## config.mk

```make
export PLATFORM = sky130hd
export DESIGN_NAME = id_ex_stage
export DESIGN_NICKNAME = d
export VERILOG_FILES = /design/src/rtl/id_ex_stage.sv
export SDC_FILE = /design/constraint.sdc
export NUM_CORES = 1
export LEC_CHECK = 0
export BUFFER_PORTS_ARGS = -buffer_cell sky130_fd_sc_hd__clkbuf_2
export CAP_MARGIN = 20
export CELL_PAD_IN_SITES_DETAIL_PLACEMENT = 0
export CELL_PAD_IN_SITES_GLOBAL_PLACEMENT = 1
export CORE_ASPECT_RATIO = 1.2
export CORE_UTILIZATION = 29
export CTS_CLUSTER_SIZE = 30
export DETAILED_ROUTE_END_ITERATION = 8
export GPL_TIMING_DRIVEN = 0
export PLACE_DENSITY_LB_ADDON = 0.15
export SETUP_SLACK_MARGIN = 0.02
export SLEW_MARGIN = 20
export SYNTH_ARGS = -nofsm -noshare
export SYNTH_HDL_FRONTEND = slang
export SYNTH_SLANG_ARGS = --single-unit
```

## constraint.sdc

```tcl
create_clock -name clk -period 5.31 [get_ports clk]
set_clock_uncertainty 0.1 [all_clocks]
set_input_delay 0.531 -clock clk [delete_from_list [all_inputs] [get_ports clk]]
set_output_delay 0.531 -clock clk [all_outputs]
set_load 0.01 [all_outputs]
```

## src/rtl/id_ex_stage.sv

```systemverilog
// rtl/id_ex_stage.sv - RV32I decode and operand-fetch pipeline register (ID/EX)
//
// Decodes one RV32I instruction per capture, selects ALU operands (with optional
// forwarding from a downstream writer) and registers the result for the EX stage.
//
// Ports:
//   clk, rst                        rising-edge clock, synchronous active-high reset
//   in_valid / in_ready             upstream handshake (in_ready is combinational)
//   instr, pc                       instruction word and its address
//   rs1_data, rs2_data              register-file read data
//   fwd_we, fwd_rd, fwd_data        downstream write-back for operand forwarding
//   flush                           kill held and incoming instruction
//   out_valid / out_ready           downstream handshake
//   alu_in1, alu_in2, aluop         ALU operands and operation
//   rd, funct3, store_data          destination, funct3 and store value
//   reg_we, mem_re, mem_we, illegal control flags
module id_ex_stage #(
  parameter int unsigned FWD_EN = 1
) (
  input  logic        clk,
  input  logic        rst,
  input  logic        in_valid,
  output logic        in_ready,
  input  logic [31:0] instr,
  input  logic [31:0] pc,
  input  logic [31:0] rs1_data,
  input  logic [31:0] rs2_data,
  input  logic        fwd_we,
  input  logic [4:0]  fwd_rd,
  input  logic [31:0] fwd_data,
  input  logic        flush,
  output logic        out_valid,
  input  logic        out_ready,
  output logic [31:0] alu_in1,
  output logic [31:0] alu_in2,
  output logic [3:0]  aluop,
  output logic [4:0]  rd,
  output logic        reg_we,
  output logic        mem_re,
  output logic        mem_we,
  output logic        illegal,
  output logic [2:0]  funct3,
  output logic [31:0] store_data
);

  localparam logic [6:0] OPC_OP     = 7'b0110011;
  localparam logic [6:0] OPC_OP_IMM = 7'b0010011;
  localparam logic [6:0] OPC_LOAD   = 7'b0000011;
  localparam logic [6:0] OPC_STORE  = 7'b0100011;
  localparam logic [6:0] OPC_LUI    = 7'b0110111;
  localparam logic [6:0] OPC_AUIPC  = 7'b0010111;
  localparam logic [6:0] OPC_JAL    = 7'b1101111;
  localparam logic [6:0] OPC_JALR   = 7'b1100111;
  localparam logic [6:0] OPC_BRANCH = 7'b1100011;

  localparam logic [3:0] ALU_ADD = 4'b0000;
  localparam logic [3:0] ALU_SUB = 4'b1000;

  // Instruction fields
  logic [6:0]  opcode;
  logic [2:0]  f3;
  logic [4:0]  rd_idx;
  logic [4:0]  rs1_idx;
  logic [4:0]  rs2_idx;
  logic [31:0] imm_i;
  logic [31:0] imm_s;
  logic [31:0] imm_u;
  logic        is_shift;

  assign opcode   = instr[6:0];
  assign f3       = instr[14:12];
  assign rd_idx   = instr[11:7];
  assign rs1_idx  = instr[19:15];
  assign rs2_idx  = instr[24:20];
  assign imm_i    = {{20{instr[31]}}, instr[31:20]};
  assign imm_s    = {{20{instr[31]}}, instr[31:25], instr[11:7]};
  assign imm_u    = {instr[31:12], 12'b0};
  assign is_shift = (f3 == 3'b001) || (f3 == 3'b101);

  // Operand fetch: x0 reads as zero; a matching downstream write wins over the RF.
  logic        fwd_ok;
  logic [31:0] op1;
  logic [31:0] op2;

  assign fwd_ok = (FWD_EN != 0) && fwd_we && (fwd_rd != 5'd0);

  always_comb begin
    op1 = rs1_data;
    if (rs1_idx == 5'd0) begin
      op1 = '0;
    end else if (fwd_ok && (fwd_rd == rs1_idx)) begin
      op1 = fwd_data;
    end
    op2 = rs2_data;
    if (rs2_idx == 5'd0) begin
      op2 = '0;
    end else if (fwd_ok && (fwd_rd == rs2_idx)) begin
      op2 = fwd_data;
    end
  end

  // Decode
  logic [31:0] dec_in1;
  logic [31:0] dec_in2;
  logic [31:0] dec_store;
  logic [3:0]  dec_aluop;
  logic        dec_we;
  logic        dec_re;
  logic        dec_wm;
  logic        dec_ill;

  always_comb begin
    dec_in1   = '0;
    dec_in2   = '0;
    dec_store = '0;
    dec_aluop = ALU_ADD;
    dec_we    = 1'b0;
    dec_re    = 1'b0;
    dec_wm    = 1'b0;
    dec_ill   = 1'b0;
    // Every valid opcode ends in 2'b11, so a bad low pair falls into default.
    case (opcode)
      OPC_OP: begin
        dec_aluop = {instr[30], f3};
        dec_in1   = op1;
        dec_in2   = is_shift ? {27'b0, op2[4:0]} : op2;
        dec_we    = 1'b1;
      end
      OPC_OP_IMM: begin
        // instr[30] is part of the immediate except for the right shifts
        dec_aluop = {(f3 == 3'b101) ? instr[30] : 1'b0, f3};
        dec_in1   = op1;
        dec_in2   = is_shift ? {27'b0, instr[24:20]} : imm_i;
        dec_we    = 1'b1;
      end
      OPC_LOAD: begin
        dec_in1 = op1;
        dec_in2 = imm_i;
        dec_re  = 1'b1;
        dec_we  = 1'b1;
      end
      OPC_STORE: begin
        dec_in1   = op1;
        dec_in2   = imm_s;
        dec_store = op2;
        dec_wm    = 1'b1;
      end
      OPC_LUI: begin
        dec_in2 = imm_u;
        dec_we  = 1'b1;
      end
      OPC_AUIPC: begin
        dec_in1 = pc;
        dec_in2 = imm_u;
        dec_we  = 1'b1;
      end
      OPC_JAL, OPC_JALR: begin
        // Link value pc+4; the jump target is computed elsewhere.
        dec_in1 = pc;
        dec_in2 = 32'd4;
        dec_we  = 1'b1;
      end
      OPC_BRANCH: begin
        dec_in1   = op1;
        dec_in2   = op2;
        dec_aluop = ALU_SUB;
      end
      default: begin
        dec_ill = 1'b1;
      end
    endcase
    if (rd_idx == 5'd0) begin
      dec_we = 1'b0;
    end
  end

  // Pipeline register
  logic        out_valid_q, out_valid_d;
  logic [31:0] alu_in1_q, alu_in1_d;
  logic [31:0] alu_in2_q, alu_in2_d;
  logic [3:0]  aluop_q, aluop_d;
  logic [4:0]  rd_q, rd_d;
  logic        reg_we_q, reg_we_d;
  logic        mem_re_q, mem_re_d;
  logic        mem_we_q, mem_we_d;
  logic        illegal_q, illegal_d;
  logic [2:0]  funct3_q, funct3_d;
  logic [31:0] store_data_q, store_data_d;
  logic        capture;

  assign in_ready = !out_valid_q || out_ready;
  assign capture  = in_valid && in_ready;

  always_comb begin
    out_valid_d  = out_valid_q;
    alu_in1_d    = alu_in1_q;
    alu_in2_d    = alu_in2_q;
    aluop_d      = aluop_q;
    rd_d         = rd_q;
    reg_we_d     = reg_we_q;
    mem_re_d     = mem_re_q;
    mem_we_d     = mem_we_q;
    illegal_d    = illegal_q;
    funct3_d     = funct3_q;
    store_data_d = store_data_q;
    if (flush) begin
      // Side-effect flags are cleared so a killed slot can never write.
      out_valid_d = 1'b0;
      reg_we_d    = 1'b0;
      mem_re_d    = 1'b0;
      mem_we_d    = 1'b0;
    end else if (capture) begin
      out_valid_d  = 1'b1;
      alu_in1_d    = dec_in1;
      alu_in2_d    = dec_in2;
      aluop_d      = dec_aluop;
      rd_d         = rd_idx;
      reg_we_d     = dec_we;
      mem_re_d     = dec_re;
      mem_we_d     = dec_wm;
      illegal_d    = dec_ill;
      funct3_d     = f3;
      store_data_d = dec_store;
    end else if (out_valid_q && out_ready) begin
      out_valid_d = 1'b0;
    end
  end

  always_ff @(posedge clk) begin
    if (rst) begin
      out_valid_q  <= 1'b0;
      alu_in1_q    <= '0;
      alu_in2_q    <= '0;
      aluop_q      <= ALU_ADD;
      rd_q         <= '0;
      reg_we_q     <= 1'b0;
      mem_re_q     <= 1'b0;
      mem_we_q     <= 1'b0;
      illegal_q    <= 1'b0;
      funct3_q     <= '0;
      store_data_q <= '0;
    end else begin
      out_valid_q  <= out_valid_d;
      alu_in1_q    <= alu_in1_d;
      alu_in2_q    <= alu_in2_d;
      aluop_q      <= aluop_d;
      rd_q         <= rd_d;
      reg_we_q     <= reg_we_d;
      mem_re_q     <= mem_re_d;
      mem_we_q     <= mem_we_d;
      illegal_q    <= illegal_d;
      funct3_q     <= funct3_d;
      store_data_q <= store_data_d;
    end
  end

  assign out_valid  = out_valid_q;
  assign alu_in1    = alu_in1_q;
  assign alu_in2    = alu_in2_q;
  assign aluop      = aluop_q;
  assign rd         = rd_q;
  assign reg_we     = reg_we_q;
  assign mem_re     = mem_re_q;
  assign mem_we     = mem_we_q;
  assign illegal    = illegal_q;
  assign funct3     = funct3_q;
  assign store_data = store_data_q;

endmodule

```

# Yosys cells after proc, flatten, opt, wreduce, memory -nomap -nowiden
# Index checks and enable logic that the tools add are counted.
op_classes:
  eq_ne: 13
  n_mux: 18
  n_bitwise: 1
  reduce_logical: 21
op_table:
  columns: ["operator", "n"]
  rows:
  - ["32-bit two-way mux", 7]
  - ["32-bit one-hot mux with 7 select lines", 1]
  - ["32-bit one-hot mux with 2 select lines", 1]
  - ["7-bit by 6-bit equality test with 1-bit output, second input constant", 3]
  - ["7-bit equality test, second input constant", 3]
  - ["5-bit zero test", 3]
  - ["7-bit by 5-bit equality test with 1-bit output, second input constant", 2]
  - ["4-bit one-hot mux with 3 select lines", 1]
  - ["5-bit equality test", 2]
  - ["9-bit OR reduction", 1]
  - ["1-bit two-way mux", 8]
  - ["7-bit by 2-bit equality test with 1-bit output, second input constant", 1]
  - ["7-bit OR reduction", 1]
  - ["2-bit OR reduction", 3]
  - ["1-bit logical AND", 5]
  - ["5-bit nonzero test", 1]
  - ["5-bit OR reduction", 1]
  - ["3-bit by 1-bit equality test with 1-bit output, second input constant", 1]
  - ["3-bit equality test, second input constant", 1]
  - ["3-bit OR reduction", 1]
  - ["1-bit logical OR", 2]
  - ["2-bit AND reduction", 1]
  - ["2-bit nonzero test", 1]
  - ["1-bit zero test", 1]
  - ["1-bit NOT", 1]
totals:
  ff_bits: 113
  inputBits: 171
  output_inout_bits: 114

# Depth between registers and ports, before layout
logic_depth:
  ltp_word: 7
  mapped_depth: 9

# Least setup slack after synthesis
# No wires, ideal clock.
synth_path:
  path_type: "in2reg"
  startpoint: "input instr[2]"
  endpoint: "register store_data_q[19] (netlist: store_data[19])"
  setup_ps: 67
  arrival_ps: 2036
  required_ps: 5143
  setup_slack_ps: 3107
  cell_stages: 8
  path_cell_list: "and4bb_2 nand2_2 or3_1 buf_2 or2_1 buf_6 buf_6 o21ai_2"
synth_between:
  elab_chain_cells: 2
synth_rtl:
  columns: ["item", "line_no", "rtl"]
  rows:
  - ["start, declared", "24", "input logic [31:0] instr,"]
  - ["7-bit by 6-bit equality test with 1-bit output", "122", "case (opcode)"]
  - ["32-bit two-way mux", "122", null]
  - ["end signal, assigned", "253", "store_data_q <= store_data_d;"]
  - ["end, declared", "188", "logic [31:0] store_data_q, store_data_d;"]
# Every way passes these cells.
# A chain may end at the register's enable or synchronous reset.

# Worst setup path in the final report
layout_path:
  startpoint: "input instr[4]"
  endpoint: "register alu_in1_q[15] (netlist: alu_in1[15])"
layout_between:
  elab_chain_cells: 3
layout_rtl:
  columns: ["item", "line_no", "rtl"]
  rows:
  - ["7-bit equality test, or another cell as far along", "122", null]
  - ["5-bit OR reduction (no source line) or 3-bit OR reduction (tied branches)", null, null]
  - ["32-bit one-hot mux with 2 select lines *", "122", null]
  - ["end signal, assigned", "244", "alu_in1_q <= alu_in1_d;"]
  - ["end, declared", "179", "logic [31:0] alu_in1_q, alu_in1_d;"]
# Mark *: on every way between the ends. The rest lies on a longest branch, timed or not.

==> results by group <==
Yosys
  • Post-synthesis cell area: 0.00573 mm²
  • Synth area leaders: dfxtp_1, nand3_1, mux2i_1
  • Yosys warns: 0
  • Synth Area in Compound Gates: 0.261
  • Most common library cells after synthesis: dfxtp_1, nor2_1, nand3_1
  • Async SR Flop Fraction: 0
  • Synth Area in XOR/XNOR: 0.0153
  • Syn_nets: 879
  • Post-synth EDFFs: 0
  • Most common cell in the netlist: dfxtp_1
  • Synth Area in Adders: 0
  • Cell taking the most area after synthesis: dfxtp_1
  • Post-synth top area share: 0.395
  • Largest family of logic cells by synthesized area: compound AO/OA/AOI/OAI gates
  • Mux contribution to synthesized area: 0.0578
  • Synth Register Bits: 113
  • Most common flop cell mapped by yosys: dfxtp_1
  • Sequential-to-total area share from yosys stat: 0.395
  • Simple-gate area share of the yosys netlist: 0.218
  • Synth unique cells: 52
  • Synth Instances: 708
  • Post-Syn Area per Cell: 8.10 µm²

Route
  • Pre-Repair DR Iteration Count: 5
  • Drt drc: 0
  • Routed WL: 25700 µm
  • Average wire per standard cell: 20.1 µm
  • Via count: 6606
  • DR vias/cell: 5.16
  • Initial drt markers: 378
  • ANT nets after route: 0

Critical path
  • Crit path capture type: flop
  • Max FO, Critical Path: 10
  • Req. time, crit path: 5.54 ns
  • Flop2flop setup slack: 2.74 ns
  • Crit path from: instr[4]
  • Critical path class: input pin to flop
  • CP arrival: 2.93 ns
  • Startpoint Class: input pin
  • Worst r2r src: out_valid

STA
  • Worst Tran Pin Value: 0.979 ns
  • Relative slew margins: 0.342
  • Hold Slack: 0.244 ns
  • RSZ-0062 raised after global routing: no
  • Fin. max-slew vios: 0
  • F_max: 369 MHz
  • Crit path time final: 2.71 ns
  • Final period util: 0.510
  • Setup TNS: 0 ns
  • Final setup fails: 0
  • Fin. Hold Viols: 0

Clock tree
  • CTS Buf Count: 17
  • H-tree Lvls: 4
  • Hold buffer count at cts: 0
  • Post-CTS setup buffers: 0
  • Worst-path clk slew: 0.06 ns
  • Longest Clk Path Bufs: 2
  • PostCTS Resize Cnt: 0
  • CTS Root Cell: clkbuf_16
  • CTS tree: built
  • Clk Latency, worst-skew pair: 0.41 ns
  • CTS sink count: 113

Finish
  • Inserted Diodes: 0
  • Fillcell total: 2109
  • Share of cells above drive strength 1: 0.345
  • Multi-input gate area: 0.00317 mm²
  • Layout Cells excl Fill: 1279
  • Layout area overhead: 40.3%
  • Final Instance Area: 0.00804 mm²
  • Nets: 1181
  • Sequential cell area: 0.00226 mm²

Pwr
  • Switch share: 0.263
  • Switching power total: 0.604 mW
  • Leak Pwr: 3.35 nW
  • Int Pwr: 1.69 mW
  • Flop pwr share: 0.384
  • Logic pwr share: 0.123
  • Pwr per Cell Area: 285 mW/mm²
  • Clock share of power: 0.494
  • VDD IR-drop max: 212 µV

Placement
  • Placed cells: 1247
  • Count of input and output buffers: 283
  • Hpwl dp: 20100 µm
  • Final Wtd Congestion: 0.822
  • Post-DP Area: 0.00747 mm²

Global route
  • GRT overflow: 0
  • Met1 Use GR: 0.306
  • First-pass GRT wire length: 37500 µm
  • GR met2 Demand/Resource: 0.429
  • Via count of the first global-routing pass: 6410
  • GRT Total Usage: 0.252
  • Largest net degree at the start of global routing: 17
  • Initial antenna violation count: 0
  • Met3 usage: 0.0535
  • Grt peak-use layer: met2

Floorplanning
  • Die area: 0.0203 mm²
  • Die Ht: 156 µm
  • Core area: 0.0191 mm²
  • I/O Pins: 285
  • Row cnt: 55
  • Die Wd: 130 µm
  • Initial Util: 0.300

Min path
  • Hold Crit Class: input pin to flop
  • Min-delay src: flush

Job
  • # Max-Cap Violations: 0

Run status
  • Status: completed
[stage by stage]
stage	utilization	power [mW]	setup slack [ns]
detailed placement	0.390	1.18	2.21
CTS	0.420	2.32	2.64
global route	0.420	2.38	2.42
finish	0.420	2.30	2.60
floorplan	-	1.02	3.11
global placement	0.390	1.18	2.21
[sequential cells by signal (all words and copies together) (netlist names), 3 cells and up]
| signal | flops |
|---|---|
| alu_in1 | 32 |
| alu_in2 | 32 |
| store_data | 32 |
| rd | 5 |
| aluop | 4 |
| funct3 | 3 |
[area by class of cell]
type | instances | area share
clock buffer | 22 | 0.0577
multi-input combinational | 526 | 0.394
inverter | 6 | 0.00280
tap | 256 | 0.0398
clock inverter | 10 | 0.0137
sequential | 113 | 0.281
buffer | 63 | 0.0352
timing repair buffer | 283 | 0.176
[cells in the final DEF, fill, tap and decap left out, types with 5 or more instances in the layout]
cell type  instances
clkbuf_16         17
clkbuf_2         285
inv_1              6
nor2_1            78
nor2b_1           12
o21ai_0           29
o31ai_1           19
a31oi_1            5
nand2_1           61
a311oi_1          32
a22oi_1            7
o21ai_1           12
xnor2_1            7
clkbuf_1          42
o21ai_2           11
a22o_1            21
a211oi_1          20
nand3b_1           8
dfxtp_1          113
nand3_1           72
nor3_1             6
buf_2             14
a21oi_1           53
mux2i_1           32
[kinds of logic (layout without fill, tap and decap cells)]
logic type,count (synthesis),after routing
buf+inv,69,384
mux,33,33
simple gates,264,264
compound gates,219,219
xor+xnor,10,10
flops,113,113
[power groups by stage]
stage               clock network, mW  logic [mW]  registers, mW
finish                           1.13       0.282          0.881
global placement                    0       0.285          0.898
global route                     1.19       0.308          0.883
CTS                              1.15       0.285          0.880
floorplan                           0       0.117          0.907
detailed placement                  0       0.284          0.899
[worst paths after layout]
path | to | cells past startpoint
hold / removal | mem_we | 2
setup reg to reg | alu_in1[28] | 8
setup / recovery | alu_in1[15] | 7
hold reg to reg | store_data[3] | 2
[layer usage]
layer,share of wire,vias up
li1,-,3220
met1,0.42,3112
met2,0.49,239
met3,0.058,35
met4,0.027,0
met5,0,-
[critical path: stages]
cell and delay, ns:
clkbuf_2 0.13, nor2b_1 0.33, nand3_1 0.26, o21ai_1 0.75
clkbuf_1 0.49, a21oi_1 0.14, a311oi_1 0.29
(Power assumes the default switching activity.)
